--- src/rtl/pcm_tdm_pkg.sv ---
// Shared definitions for the PCM TDM framer.
//   LIN_W / CODE_W    : linear sample width and compressed codeword width
//   IDLE_CODE         : A-law code for a zero sample, used for reset and idle fill
//   ALAW_XOR          : even-bit inversion applied to every transmitted codeword
//   DEFAULT_FAW       : frame alignment word sent in slot 0
//   ch_width()        : width of a channel index, never below one bit
package pcm_tdm_pkg;

  localparam int LIN_W  = 13;
  localparam int CODE_W = 8;

  localparam logic [CODE_W-1:0] IDLE_CODE   = 8'hD5;
  localparam logic [CODE_W-1:0] ALAW_XOR    = 8'h55;
  localparam logic [CODE_W-1:0] DEFAULT_FAW = 8'h1B;

  typedef logic [LIN_W-1:0]  lin_t;
  typedef logic [CODE_W-1:0] code_t;

  // max(1, clog2(n)): a single channel still needs a one-bit index port.
  function automatic int ch_width(int n);
    return (n <= 2) ? 1 : $clog2(n);
  endfunction

endpackage

--- src/rtl/pcm_tdm_framer_alaw.sv ---
// G.711 A-law compressor, purely combinational.
//   lin  : 13-bit two's complement linear sample
//   code : 8-bit transmitted codeword (sign/segment/mantissa, even bits inverted)
// Negative full scale (-4096) has no 12-bit magnitude and is clamped to 4095.
module alaw_compress
  import pcm_tdm_pkg::*;
(
  input  lin_t  lin,
  output code_t code
);

  logic [LIN_W-1:0] neg_val;
  logic [11:0]      mag;
  logic [2:0]       seg;
  logic [3:0]       shamt;
  logic [3:0]       mant;

  always_comb begin
    neg_val = -lin;
    if (!lin[LIN_W-1]) begin
      mag = lin[11:0];
    end else if (neg_val[LIN_W-1]) begin
      mag = 12'hFFF;
    end else begin
      mag = neg_val[11:0];
    end

    // Ascending scan so the highest set bit decides the segment.
    seg = 3'd0;
    for (int i = 5; i < 12; i++) begin
      if (mag[i]) seg = 3'(i - 4);
    end

    // Segments 0 and 1 share the same step size, so both take mag[4:1].
    shamt = (seg == 3'd0) ? 4'd1 : {1'b0, seg};
    mant  = 4'(mag >> shamt);
    code  = {~lin[LIN_W-1], seg, mant} ^ ALAW_XOR;
  end

endmodule

--- src/rtl/pcm_tdm_framer.sv ---
// PCM TDM framer: compresses linear samples to A-law on write and
// serialises one frame of (NUM_CH+1) 8-bit slots, slot 0 carrying FAW.
//   sys_clk, reset : single clock, synchronous active-high reset
//   en             : run enable; low parks the framer at "next = slot 0 bit 7"
//   bit_en         : one-cycle bit strobe; each strobe presents one bit
//   wr_en/wr_ch/wr_data : sample write into the holding bank
//   ser_out        : serial bit, MSB first
//   frm_sync       : high while slot 0 bit 7 is presented
//   slot_idx       : slot of the bit currently presented
//   wr_err         : one-cycle pulse after a write to a nonexistent channel
// Build option: define PCM_TDM_IDLE_FILL_EN to transmit IDLE_CODE for any
// channel not rewritten during the previous frame; otherwise the last
// written code repeats.
//
// The write port is a fire-and-forget strobe: there is no ready, every
// wr_en cycle is consumed at that edge and a later write to the same
// channel simply overwrites the holding entry.
module pcm_tdm_framer
  import pcm_tdm_pkg::*;
#(
  parameter int              NUM_CH = 4,
  parameter logic [CODE_W-1:0] FAW  = DEFAULT_FAW,
  localparam int CH_W   = ch_width(NUM_CH),
  localparam int SLOT_W = $clog2(NUM_CH + 1)
)(
  input  logic              sys_clk,
  input  logic              reset,
  input  logic              en,
  input  logic              bit_en,
  input  logic              wr_en,
  input  logic [CH_W-1:0]   wr_ch,
  input  logic [LIN_W-1:0]  wr_data,
  output logic              ser_out,
  output logic              frm_sync,
  output logic [SLOT_W-1:0] slot_idx,
  output logic              wr_err
);

  code_t             wr_code;
  logic              wr_ok;
  logic              wr_hit;
  logic [2:0]        bit_cnt;   // bit number of the next bit to present
  logic [SLOT_W-1:0] slot_cnt;  // slot of the next bit to present
  logic              frame_start;
  logic              last_slot;
  code_t             cur_byte;
  code_t             holding [NUM_CH];
  code_t             bank    [NUM_CH];

  alaw_compress u_alaw (
    .lin  (wr_data),
    .code (wr_code)
  );

  assign wr_ok       = int'(wr_ch) < NUM_CH;
  assign wr_hit      = wr_en && wr_ok;
  assign last_slot   = (slot_cnt == SLOT_W'(NUM_CH));
  assign frame_start = en && bit_en && (slot_cnt == '0) && (bit_cnt == 3'd7);

  // Byte for the slot about to be presented: FAW in slot 0, else the
  // frame bank entry of channel slot-1.
  always_comb begin
    cur_byte = FAW;
    for (int c = 0; c < NUM_CH; c++) begin
      if (slot_cnt == SLOT_W'(c + 1)) cur_byte = bank[c];
    end
  end

  // Bit/slot counters and the registered serial outputs.
  always_ff @(posedge sys_clk) begin
    if (reset) begin
      bit_cnt  <= 3'd7;
      slot_cnt <= '0;
      ser_out  <= 1'b0;
      frm_sync <= 1'b0;
      slot_idx <= '0;
    end else if (!en) begin
      bit_cnt  <= 3'd7;
      slot_cnt <= '0;
      ser_out  <= 1'b0;
      frm_sync <= 1'b0;
      slot_idx <= '0;
    end else if (bit_en) begin
      ser_out  <= cur_byte[bit_cnt];
      frm_sync <= frame_start;
      slot_idx <= slot_cnt;
      if (bit_cnt == 3'd0) begin
        bit_cnt  <= 3'd7;
        slot_cnt <= last_slot ? '0 : slot_cnt + SLOT_W'(1);
      end else begin
        bit_cnt <= bit_cnt - 3'd1;
      end
    end
  end

`ifdef PCM_TDM_IDLE_FILL_EN
  logic [NUM_CH-1:0] fresh;

  // Fresh marks channels written since the last frame start. A write on
  // the frame-start edge itself counts toward the following frame, so the
  // set below must win over the clear.
  always_ff @(posedge sys_clk) begin
    if (reset) begin
      fresh <= '0;
    end else begin
      if (frame_start) fresh <= '0;
      if (wr_hit) begin
        for (int c = 0; c < NUM_CH; c++) begin
          if (wr_ch == CH_W'(c)) fresh[c] <= 1'b1;
        end
      end
    end
  end
`endif

  // Holding bank takes writes; frame bank snapshots it at frame start.
  // Both read the pre-edge holding value, so a same-edge write lands in
  // holding only and shows up one frame later.
  always_ff @(posedge sys_clk) begin
    if (reset) begin
      for (int c = 0; c < NUM_CH; c++) begin
        holding[c] <= IDLE_CODE;
        bank[c]    <= IDLE_CODE;
      end
    end else begin
      if (frame_start) begin
        for (int c = 0; c < NUM_CH; c++) begin
`ifdef PCM_TDM_IDLE_FILL_EN
          bank[c] <= fresh[c] ? holding[c] : IDLE_CODE;
`else
          bank[c] <= holding[c];
`endif
        end
      end
      if (wr_hit) begin
        for (int c = 0; c < NUM_CH; c++) begin
          if (wr_ch == CH_W'(c)) holding[c] <= wr_code;
        end
      end
    end
  end

  always_ff @(posedge sys_clk) begin
    if (reset) begin
      wr_err <= 1'b0;
    end else begin
      wr_err <= wr_en && !wr_ok;
    end
  end

endmodule

--- config.mk ---
export PLATFORM = sky130hd
export DESIGN_NAME = pcm_tdm_framer
export DESIGN_NICKNAME = d
export VERILOG_FILES = /design/src/rtl/pcm_tdm_pkg.sv /design/src/rtl/pcm_tdm_framer_alaw.sv /design/src/rtl/pcm_tdm_framer.sv
export SDC_FILE = /design/constraint.sdc
export NUM_CORES = 1
export LEC_CHECK = 0
export CAP_MARGIN = 20
export CORE_ASPECT_RATIO = 1.1
export CORE_MARGIN = 8
export CORE_UTILIZATION = 46
export CTS_CLUSTER_SIZE = 10
export DETAILED_ROUTE_END_ITERATION = 7
export PLACE_DENSITY_LB_ADDON = 0.1
export SETUP_SLACK_MARGIN = 0.5
export SLEW_MARGIN = 20
export SYNTH_ARGS = -nofsm -noshare
export SYNTH_HDL_FRONTEND = slang
export SYNTH_SLANG_ARGS = --single-unit
--- constraint.sdc ---
create_clock -name sys_clk -period 6.3 [get_ports sys_clk]
set_input_delay 0.945 -clock sys_clk [delete_from_list [all_inputs] [get_ports sys_clk]]
set_output_delay 0.945 -clock sys_clk [all_outputs]
set_load 0.03 [all_outputs]
Word level (Yosys, flattened, before mapping)
Memory sizes are Yosys's and may differ from the RTL's.
Cells that the tools add are included.

word-level totals
  word-level logic and storage cells = 87
  memory bits (writable) = 64
  memories = 2
  flip-flop bits (word level) = 11

memory list
  memory   words  width  rd ports  clocked after memory_dff  write ports  RTL line              text
  bank     4      8      4         0                         4            pcm_tdm_framer.sv:48  code_t bank [NUM_CH];
  holding  4      8      4         0                         4            pcm_tdm_framer.sv:47  code_t holding [NUM_CH];

operators by class
  bitwise logic cells = 11
  order comparisons = 1
  reduce and logical (&&, ||, !) cells = 9
  multiplexer cells = 47
  shifts and indexed selects = 1
  add/sub/neg operators = 3
  equal/unequal tests = 8

operators by type and width
  kind                 number
  $mux 8               12
  $mux 12              2
  $mux 1               23
  $mux 3               7
  $neg 13->13          1
  $shr 12x4->4         1
  $logic_not 3->1      3
  $or 1x1->1           8
  $eq 3x2->1 const B   2
  $eq 3x3->1 const B   2
  $eq 2x2->1 const B   2
  $lt 3x4->1 const B   1
  $mux 2               2
  $not 4->4            1
  $add 3x1->3 const B  1
  $bmux 1 s3           1
  $eq 3x1->1 const B   1
  $logic_and 1x1->1    3
  $sub 3x1->3 const B  1
  $eq 2x1->1 const B   1
  $logic_not 2->1      1
  $not 1->1            2
  $reduce_and 2->1     1
  $reduce_or 2->1      1

Depth between registers and ports, before layout
  word-level depth = 15
  depth in mapped cells = 11

Modules after synthesis
From an unflattened synthesis, not the netlist that was laid out.

unflattened totals
  cells, all modules = 375
  area total of the unflattened synthesis = 4101.4 um^2

modules (own cells, without submodules)
  module          cells each  sequential area each (um^2)  times used  area each (um^2)
  pcm_tdm_framer  265         2142.1                       1           3370.7
  alaw_compress   110         0.0                          1           730.7

Least setup slack after synthesis
Ideal clock, no wire load.

  path type = input to register
  from = input port wr_data[1]
  to = memory holding[2][2] (netlist bit) (data pin)
  data arrival time = 3.276 ns
  setup slack = 2.749 ns
  setup time = 0.275 ns
  path buffers = 1
  cell stages on the path = 11
  data required time = 6.025 ns
  cells stage by stage = inv_1 > ha_1 > or4b_1 > buf_2 > o31a_1 > mux2_2 > a211oi_4 > or4_4 > a21oi_2 > o31ai_2 > nand2_1

RTL lines
  what             RTL line              text
  start, declared  pcm_tdm_framer.sv:32  input logic [LIN_W-1:0] wr_data,
  end, declared    pcm_tdm_framer.sv:47

==> results.json <==
{
  "nFillCells": 817,
  "yosys.area.top_type": "edfxtp_1",
  "io_pins": 26,
  "ys_ff_latch": 75,
  "route.vias.total": 2925,
  "rr_worst_depth": 5,
  "initial_utilization_pct": 47.1,
  "seq_area_um2": 2140,
  "ys_types": 73,
  "die_h_um": 116,
  "setup_violations": 0,
  "num_antenna_cells": 0,
  "clock_skew_ns": 0.00862,
  "power_per_cell_area_nw_per_um2": 228,
  "fin_ws_ns": 2.16,
  "numCtsBuffers": 9,
  "grt_usage_pct": 14.5,
  "cts.sinks": 75,
  "ys.flop_type": "edfxtp_1",
  "holdBufCountCts": 0,
  "cts.repair.resized": 0,
  "drc": 0,
  "p_total_uw": 1060,
  "ys.warnings.count": 0,
  "drive_gt1_share_pct": 10.9,
  "pre_cts_slack_ns": 1.81,
  "avgSynthCellArea_um2": 10.9,
  "required_ns": 6.39,
  "finalHoldViolCount": 0,
  "drt_wl_total_mm": 8.65,
  "status": "complete, no violations",
  "async_flop_share_pct": 0,
  "post_cts_buffers": 0,
  "seq_area_frac_synth_pct": 51.5,
  "ir_drop_mv": 0.0965,
  "maxSlewViolCount": 0,
  "grt_max_degree": 34,
  "die_area_um2": 12300,
  "synth_top_area_share_pct": 46.2,
  "clk_latency_ns": 0.35,
  "arrival_ns": 4.23,
  "dp.cells": 501,
  "rsz0062_at_grt": "false",
  "worstMarginPinSlew_ns": 1.06,
  "tns_ns": 0,
  "final_nets": 427,
  "fin_crit_ns": 4.14,
  "netlist_instances": 381,
  "crit_fanout": 9,
  "num_rows": 36,
  "hold_class": "reg2reg",
  "syn_nets": 410,
  "port_buffers": 24,
  "stdcell_count": 517,
  "overflow": 0,
  "htree_levels": 3,
  "max_clock_freq_mhz": 241,
  "stdcell_area_um2": 4660,
  "die_x_um": 107,
  "syn_area_um2": 4160,
  "grt_pass1_vias": 2885,
  "drt_iter0_drc": 161,
  "area_growth_pct": 12.0,
  "worstSetupPathType": "in2reg",
  "core_um2": 8830,
  "cts.clk_slew.worst_paths_ns": 0.09,
  "wl_per_cell_um": 16.7,
  "synth_edf_count": 64,
  "gp_congestion": 0.868,
  "detail-route-antenna-nets": 0,
  "ys_top_cells_by_area": "edfxtp_1, dfxtp_1, nand2_1",
  "cp-start-kind": "input pin",
  "grt_pass1_wl_mm": 14.3,
  "max_slew_margin_pct": 29.2,
  "post-dp-hpwl_mm": 6.55,
  "viasPerCell": 5.66,
  "drtPass1Iterations": 4,
  "multi_input_area_um2": 1880,
  "dpl_cell_area_um2": 4470,
  "drv_cap": 0,
  "cts_tree": "built",
  "antenna_found_initial": 0,
  "period_share_pct": 65.8,
  "cts.path.max_buffers": 2,
  "root_buffer": "clkbuf_8",
  "leakage_uw": 0.00155,
  "cp-end-kind": "register",
  "holdPathStages": 2
}
power breakdown:
group	switching (µW)	internal, µW	leakage (µW)
clock network	200	155	0.0000962
registers	7.78	566	0.000684
logic	84.2	50.8	0.000767
stage by stage:
step	utilization (%)	hold WS, ns
after floorplan	-	0.481
after global placement	50.7	0.457
after detailed placement	50.7	0.472
after CTS	52.8	0.486
after global routing	52.8	0.504
final	52.8	0.474
critical path, cell delays in order:
cell,delay (ns)
clkdlybuf4s50_1,0.45
inv_1,0.08
ha_1,0.19
or4b_1,0.68
o31a_1,0.39
mux2i_1,0.32
nand3_2,0.18
o21ai_1,0.34
o211ai_1,0.22
nor3b_2,0.30
o32ai_1,0.14
cell families after synthesis:
kind of cell | share of synthesized area, %
AOI/OAI and AO/OA | 17.0
other | 0.0901
buffers and inverters | 3.34
xor gates and xnor gates | 0.421
DFF | 51.5
muxes | 4.57
and+or+nand+nor | 20.4
adders and majority gates | 2.71
path summary, 6_finish.rpt:
| check | startpoint | end | slack (ns) |
|---|---|---|---|
| setup / recovery | wr_data[0] | holding[1][1] | 2.16 |
| hold / removal | ser_out | ser_out | 0.47 |
| setup reg to reg | bit_cnt[0] | bank[0][1] | 3.51 |
| hold reg to reg | ser_out | ser_out | 0.47 |
flip-flops by register name (all words and copies together) (netlist names):
signal	count
slot_cnt	3
bit_cnt	3
ser_out	1
frm_sync	1
holding	32
bank	32
slot_idx	3
cell usage after synthesis, types with 2 or more instances:
master,instances
edfxtp_1,64
nand2_1,40
nor2_1,26
or3_1,22
inv_1,16
o21ai_0,16
and2_1,15
a21oi_1,14
clkbuf_1,14
dfxtp_1,11
nand2b_1,11
mux2i_1,10
ha_1,9
nor3_1,8
o211ai_1,6
o22ai_1,5
o32ai_1,5
nand3_1,4
nor2b_1,4
o21ai_1,4
a221oi_1,3
a22o_1,3
buf_2,3
mux4_2,3
nor4_1,3
or4_1,3
a211oi_1,2
mux2_2,2
nor3_4,2
o211a_1,2
o21a_1,2
o21bai_1,2
o221ai_1,2
o22a_1,2
o31a_1,2
o31ai_1,2
o31ai_2,2
or2_2,2
per-layer routing:
metal  GRT usage (%)  vias up  wire [µm]
met5               0        -          0
met4            5.82        0        113
met3            2.95        7        255
met2            26.8       49       4540
met1            15.7     1406       3740
li1                -     1463          -
placed cells by master (no fill, tap or decap), types with 6 or more instances in the layout:
cell type,n
o21ai_0,16
edfxtp_1,64
inv_1,16
and2_1,15
dfxtp_1,11
nand2b_1,11
nand2_1,40
nor3_1,8
clkdlybuf4s50_1,23
or3_1,22
mux2i_1,10
ha_1,9
nor2_1,26
a21oi_1,14
clkbuf_8,9
o211ai_1,6
cell type report:
cell class	instances	area share [%]
well taps	114	3.06
repair buffers	25	5.21
inverters	16	1.29
clock inverters	7	1.45
clock buffers	9	2.66
multi-input cells	271	40.4
flip-flops and latches	75	46.0
Note: power is estimated with default switching activity, not from simulation.
